<file path="config.mk">
export PLATFORM = sky130hd
export DESIGN_NAME = pattern_gen
export DESIGN_NICKNAME = d
export VERILOG_FILES = /design/src/rtl/logip_pkg.sv /design/src/rtl/sample_fifo.sv /design/src/rtl/pattern_gen.sv
export SDC_FILE = /design/constraint.sdc
export NUM_CORES = 1
export LEC_CHECK = 0
export ABC_AREA = 1
export CAP_MARGIN = 20
export CORE_MARGIN = 2
export CORE_UTILIZATION = 45
export DETAILED_ROUTE_END_ITERATION = 10
export PLACE_DENSITY = 0.71
export SETUP_SLACK_MARGIN = 0.1
export SKIP_CTS_REPAIR_TIMING = 1
export SLEW_MARGIN = 0
export SYNTH_ARGS = -nofsm -noshare
export SYNTH_HDL_FRONTEND = slang
export SYNTH_SLANG_ARGS = --single-unit
</file>
<file path="constraint.sdc">
create_clock -name clk_i -period 6.85 [get_ports clk_i]
set_input_delay 1.0275 -clock clk_i [delete_from_list [all_inputs] [get_ports clk_i]]
set_output_delay 1.0275 -clock clk_i [all_outputs]
set_load 0.02 [all_outputs]
</file>
<file path="src/rtl/logip_pkg.sv">
// Shared types for the pattern generator: divider width and FSM state encoding.
package logip_pkg;

   localparam int unsigned DIV_W = 24;

   typedef logic [DIV_W-1:0] div_t;

   typedef enum logic [1:0] {
      PG_IDLE,
      PG_PRIME,
      PG_RUN
   } pg_state_e;

endpackage

</file>
<file path="src/rtl/sample_fifo.sv">
// Synchronous first-word-fall-through FIFO buffering sample words for replay.
module sample_fifo #(
   parameter int unsigned W     = 32,
   parameter int unsigned DEPTH = 16
) (
   input  logic                     clk_i,
   input  logic                     rst_i,
   input  logic                     flush_i,
   input  logic                     push_i,
   input  logic                     pop_i,
   input  logic [W-1:0]             din_i,
   output logic [W-1:0]             dout_o,
   output logic                     full_o,
   output logic                     empty_o,
   output logic [$clog2(DEPTH):0]   count_o
);

   localparam int unsigned AW = $clog2(DEPTH);
   localparam int unsigned CW = AW + 1;

   logic [W-1:0]  mem_q [DEPTH];
   logic [AW-1:0] wr_ptr_q, wr_ptr_d;
   logic [AW-1:0] rd_ptr_q, rd_ptr_d;
   logic [CW-1:0] count_q, count_d;
   logic          do_push_c;
   logic          do_pop_c;

   assign full_o  = (count_q == CW'(DEPTH));
   assign empty_o = (count_q == '0);
   assign count_o = count_q;
   assign dout_o  = mem_q[rd_ptr_q];

   // Flush overrides both ports; the guards keep pointers sane on misuse.
   assign do_push_c = push_i && !full_o && !flush_i;
   assign do_pop_c  = pop_i && !empty_o && !flush_i;

   always_comb begin
      wr_ptr_d = wr_ptr_q;
      rd_ptr_d = rd_ptr_q;
      count_d  = count_q;
      if (flush_i) begin
         wr_ptr_d = '0;
         rd_ptr_d = '0;
         count_d  = '0;
      end else begin
         if (do_push_c) wr_ptr_d = wr_ptr_q + AW'(1);
         if (do_pop_c)  rd_ptr_d = rd_ptr_q + AW'(1);
         case ({do_push_c, do_pop_c})
            2'b10:   count_d = count_q + CW'(1);
            2'b01:   count_d = count_q - CW'(1);
            default: count_d = count_q;
         endcase
      end
   end

   always_ff @(posedge clk_i) begin
      if (rst_i) begin
         wr_ptr_q <= '0;
         rd_ptr_q <= '0;
         count_q  <= '0;
      end else begin
         wr_ptr_q <= wr_ptr_d;
         rd_ptr_q <= rd_ptr_d;
         count_q  <= count_d;
      end
   end

   // Storage carries no reset; occupancy is tracked by the pointers.
   always_ff @(posedge clk_i) begin
      if (do_push_c) mem_q[wr_ptr_q] <= din_i;
   end

endmodule

</file>
<file path="src/rtl/pattern_gen.sv">
// Pattern generator: replays FIFO-buffered sample words onto data_o, one word per divider tick.
module pattern_gen
   import logip_pkg::*;
#(
   parameter int unsigned CHLS  = 32,
   parameter int unsigned DEPTH = 16,
   parameter int unsigned PRIME = 8
) (
   input  logic             clk_i,
   input  logic             rst_i,
   input  logic [DIV_W-1:0] fdiv_i,
   input  logic             set_div_i,
   input  logic             en_i,
   input  logic             clr_i,
   input  logic [CHLS-1:0]  smpls_i,
   input  logic             stb_i,
   output logic             rdy_o,
   output logic [CHLS-1:0]  data_o,
   output logic             stb_o,
   output logic             underrun_o
);

   localparam int unsigned CNT_W = $clog2(DEPTH) + 1;

   pg_state_e       state_q, state_d;
   div_t            div_q, div_d;
   div_t            cnt_q, cnt_d;
   logic [CHLS-1:0] data_q, data_d;
   logic            stb_q, stb_d;
   logic            underrun_q, underrun_d;

   logic             fifo_push_c;
   logic             fifo_pop_c;
   logic             fifo_flush_c;
   logic             fifo_full;
   logic             fifo_empty;
   logic [CNT_W-1:0] fifo_count;
   logic [CHLS-1:0]  fifo_head;
   logic             tick_c;

   sample_fifo #(
      .W     (CHLS),
      .DEPTH (DEPTH)
   ) u_fifo (
      .clk_i   (clk_i),
      .rst_i   (rst_i),
      .flush_i (fifo_flush_c),
      .push_i  (fifo_push_c),
      .pop_i   (fifo_pop_c),
      .din_i   (smpls_i),
      .dout_o  (fifo_head),
      .full_o  (fifo_full),
      .empty_o (fifo_empty),
      .count_o (fifo_count)
   );

   assign rdy_o       = !fifo_full;
   assign fifo_push_c = stb_i && !fifo_full && !clr_i;

   // Counter only runs in RUN, so the first tick always lands div cycles after entry.
   assign tick_c = (state_q == PG_RUN) && (cnt_q == '0);

   always_comb begin
      state_d      = state_q;
      div_d        = div_q;
      cnt_d        = cnt_q;
      data_d       = data_q;
      stb_d        = 1'b0;
      underrun_d   = underrun_q;
      fifo_pop_c   = 1'b0;
      fifo_flush_c = 1'b0;

      if (state_q == PG_RUN) begin
         cnt_d = tick_c ? div_q : (cnt_q - div_t'(1));
      end else begin
         cnt_d = div_q;
      end

      if (set_div_i) begin
         div_d = fdiv_i;
         cnt_d = fdiv_i;
      end

      if (clr_i) begin
         fifo_flush_c = 1'b1;
         underrun_d   = 1'b0;
         state_d      = en_i ? PG_PRIME : PG_IDLE;
      end else if (!en_i) begin
         state_d = PG_IDLE;
      end else begin
         case (state_q)
            PG_IDLE: state_d = PG_PRIME;
            PG_PRIME: begin
               if (fifo_full || (fifo_count >= CNT_W'(PRIME))) state_d = PG_RUN;
            end
            PG_RUN: begin
               if (tick_c) begin
                  if (fifo_empty) begin
                     underrun_d = 1'b1;
                     state_d    = PG_PRIME;
                  end else begin
                     fifo_pop_c = 1'b1;
                     data_d     = fifo_head;
                     stb_d      = 1'b1;
                  end
               end
            end
            default: state_d = PG_IDLE;
         endcase
      end
   end

   always_ff @(posedge clk_i) begin
      if (rst_i) begin
         state_q    <= PG_IDLE;
         div_q      <= '0;
         cnt_q      <= '0;
         data_q     <= '0;
         stb_q      <= 1'b0;
         underrun_q <= 1'b0;
      end else begin
         state_q    <= state_d;
         div_q      <= div_d;
         cnt_q      <= cnt_d;
         data_q     <= data_d;
         stb_q      <= stb_d;
         underrun_q <= underrun_d;
      end
   end

   assign data_o     = data_q;
   assign stb_o      = stb_q;
   assign underrun_o = underrun_q;

endmodule

</file>
==> run summary <==
synth top area cells -> edfxtp_1 63%, dfxtp_1 7.9%, nor2_1 7.9%, o21ai_0 5.1%, nand2_1 4.4%
CTS Sinks -> 609
most frequent cell after synthesis -> nor2_1
DR vias -> 16561
endpoint type of the worst setup path -> flip-flop
Vert. Die Dim -> 238 um
net switching power -> 1.57 mW
leakage power figure -> 9.69 nW
Final setup viols -> 0
post-DP HPWL -> 30600 um
CTS root buffer -> clkbuf_16
CTS tree -> done
Post-synth top flop -> edfxtp_1
# fillers -> 4465
syn_area_per_cell -> 11.2 um2
syn_nets -> 2267
htree depth -> 2
Cell Area, Synth -> 24600 um2
Max Clock Skew -> 0.0597 ns
Routed WL -> 57900 um
Area growth syn-to-layout -> 14.8%
fmax -> 283 MHz
sw frac -> 0.209
multi-input logic area -> 6600 um2
Async SR Flop Fraction -> 0
part of the power in registers -> 0.541
commonest cells in the synthesized netlist -> 516 x nor2_1, 512 x edfxtp_1, 286 x nand2_1, 249 x o21ai_0, 97 x dfxtp_1
initial antenna violation count -> 2
#FFs+latches synth -> 609
worst skew pair latency -> 0.66 ns
worst-margin pin slew -> 1.00 ns
iteration-0 DRC count of the detailed router -> 1886
Synth cell types -> 32
Starting Density -> 0.456
Slew Viols, Final -> 0
Tightest Hold Check Type -> flip-flop to flip-flop
critical-path cell with the highest stage delay -> buf_4
status -> complete, no violations
Synth warnings -> 0
CTS clk-pin slew, worst paths -> 0.06 ns
CTS Buffer Depth -> 3
Final Cycle Share -> 0.515
CORE AREA -> 53900 um2
crit path max fanout -> 94
Slowest Stage Delay on Critical Path -> 0.88 ns
vias in the first global route -> 15950
max-cap check violation count -> 0
Internal -> 5.93 mW
GR Util All Layers -> 0.203
total power -> 7.50 mW
unrepaired setup endpoints after global routing -> no
Rows -> 85
wire length per cell -> 19.3 um
crit start category -> flip-flop
die width -> 238 um
setup_tns -> 0 ns
global placer's final weighted congestion -> 0.866
Seq/Total Area, Yosys -> 0.705
grt ovf -> 0
Final Net Count -> 2327
Req. time, crit path -> 7.40 ns
final hold vios -> 0
number of synthesized flops with an enable pin -> 512
Synth top area share -> 0.626
Max VDD drop -> 0.000241 V
crit path time final -> 3.53 ns
PwrDens -> 266 nW/um2
port bufs -> 96
Arr. time, crit path -> 4.08 ns
register area -> 17300 um2
ANT nets after route -> 0
share of cells above drive strength 1 -> 0.0668
WP buf/inv -> 2
Crit Path Class -> flip-flop to flip-flop
CTS Buf Count -> 60
largest net degree at the start of global routing -> 112
Synth Instances -> 2193
CP Cell Sequence -> buf_4 -> buf_4 -> o21ai_0 -> o211ai_1 -> nand3_1 -> nand2_1 -> nor2_1 -> nor2_1
Slew headroom -> 0.332
Final Hold Slack -> 0.467 ns
die area -> 56500 um2
drt first pass iters -> 5
post-DR vias/cell -> 5.52
IO Pins -> 97
Clk network pwr share -> 0.430
Gate power share -> 0.030
global-route wire length before repair -> 89400 um
post-layout util -> 0.523
cell family with most CP delay -> buffers and inverters
DRC viols -> 0
Yosys top cell by area -> edfxtp_1
power by group through the flow:
stage,registers [mW],logic [mW],clock network (mW)
floorplan,4.13,0.111,0
global placement,4.13,0.214,0
detailed placement,4.14,0.222,0
CTS,4.06,0.223,3.27
global route,4.06,0.249,3.42
finish,4.06,0.224,3.22
per-layer routing:
layer	global-route usage	vias up	wire (um)
met5	0	-	11
met3	0.0327	109	4250
met1	0.274	8016	24500
met4	0.0673	2	1480
li1	-	7808	-
met2	0.338	626	27600
worst register-to-register path, stage by stage (launching register included):
cell and delay, ns:
dfxtp_4 0.86, buf_4 0.81, buf_4 0.93, o21ai_0 0.32
o211ai_1 0.15, nand3_1 0.09, nand2_1 0.16, nor2_1 0.07
nor2_1 0.08
area by class of cell:
class | count | area share
flip-flops and latches | 609 | 0.615
multi-input cells | 1407 | 0.234
clock buffers | 77 | 0.0569
repair buffers | 128 | 0.0449
well taps | 696 | 0.0309
clock inverters | 37 | 0.0122
inverters | 47 | 0.00644
diodes | 1 | 0.0000888
kinds of logic (layout without fill, tap and decap cells):
family	count (synthesis)	in the layout	synth area share
adder cells (fa/ha/maj)	12	12	0.00642
AND/OR/NAND/NOR	910	910	0.146
XOR/XNOR	15	15	0.00535
AO/OA/AOI/OAI	470	470	0.106
flip-flops	609	609	0.705
buffers and inverters	177	289	0.0317
other	0	1	0
worst paths after layout:
path                                        start                       to  slack, ns  cells past startpoint
hold / removal             div_q[16]$_SDFFE_PP0P_   div_q[16]$_SDFFE_PP0P_       0.47                      2
setup reg to reg  u_fifo.rd_ptr_q[0]$_SDFFE_PP0P_  data_o[23]$_SDFFE_PP0P_       3.32                      8
setup / recovery  u_fifo.rd_ptr_q[0]$_SDFFE_PP0P_  data_o[23]$_SDFFE_PP0P_       3.32                      8
hold reg to reg            div_q[16]$_SDFFE_PP0P_   div_q[16]$_SDFFE_PP0P_       0.47                      2
metrics by stage:
step	std cells	worst slack, ns	instance area, um2
2_1_floorplan	2193	3.58	24600
3_3_place_gp	2883	2.81	26100
3_5_place_dp	2884	2.77	26200
4_1_cts	2998	3.31	28100
5_1_grt	3001	3.08	28200
6_report	3002	3.32	28200
registers in the layout (all words and copies together) (netlist names):
signal / count
u_fifo.mem_q: 512
data_o: 32
cnt_q: 24
div_q: 24
u_fifo.count_o: 5
u_fifo.rd_ptr_q: 4
u_fifo.wr_ptr_q: 4
state_q: 2
stb_o: 1
underrun_o: 1
cell usage in the layout, fill, tap and decap left out, types with 6 or more instances in the layout:
cell,count
nand3_1,59
nor2_1,500
nand4_1,6
nand2_1,286
o21ai_1,35
edfxtp_1,512
o211ai_1,96
o21ai_0,249
xor2_1,9
inv_1,42
buf_4,28
xnor2_1,6
ha_1,11
clkinv_1,9
dfxtp_1,94
a21oi_1,88
clkinv_2,19
nor3_1,33
clkdlybuf4s50_1,96
clkbuf_16,60
nor2_4,19
clkbuf_1,13
Note: power is estimated with default switching activity, not from simulation.
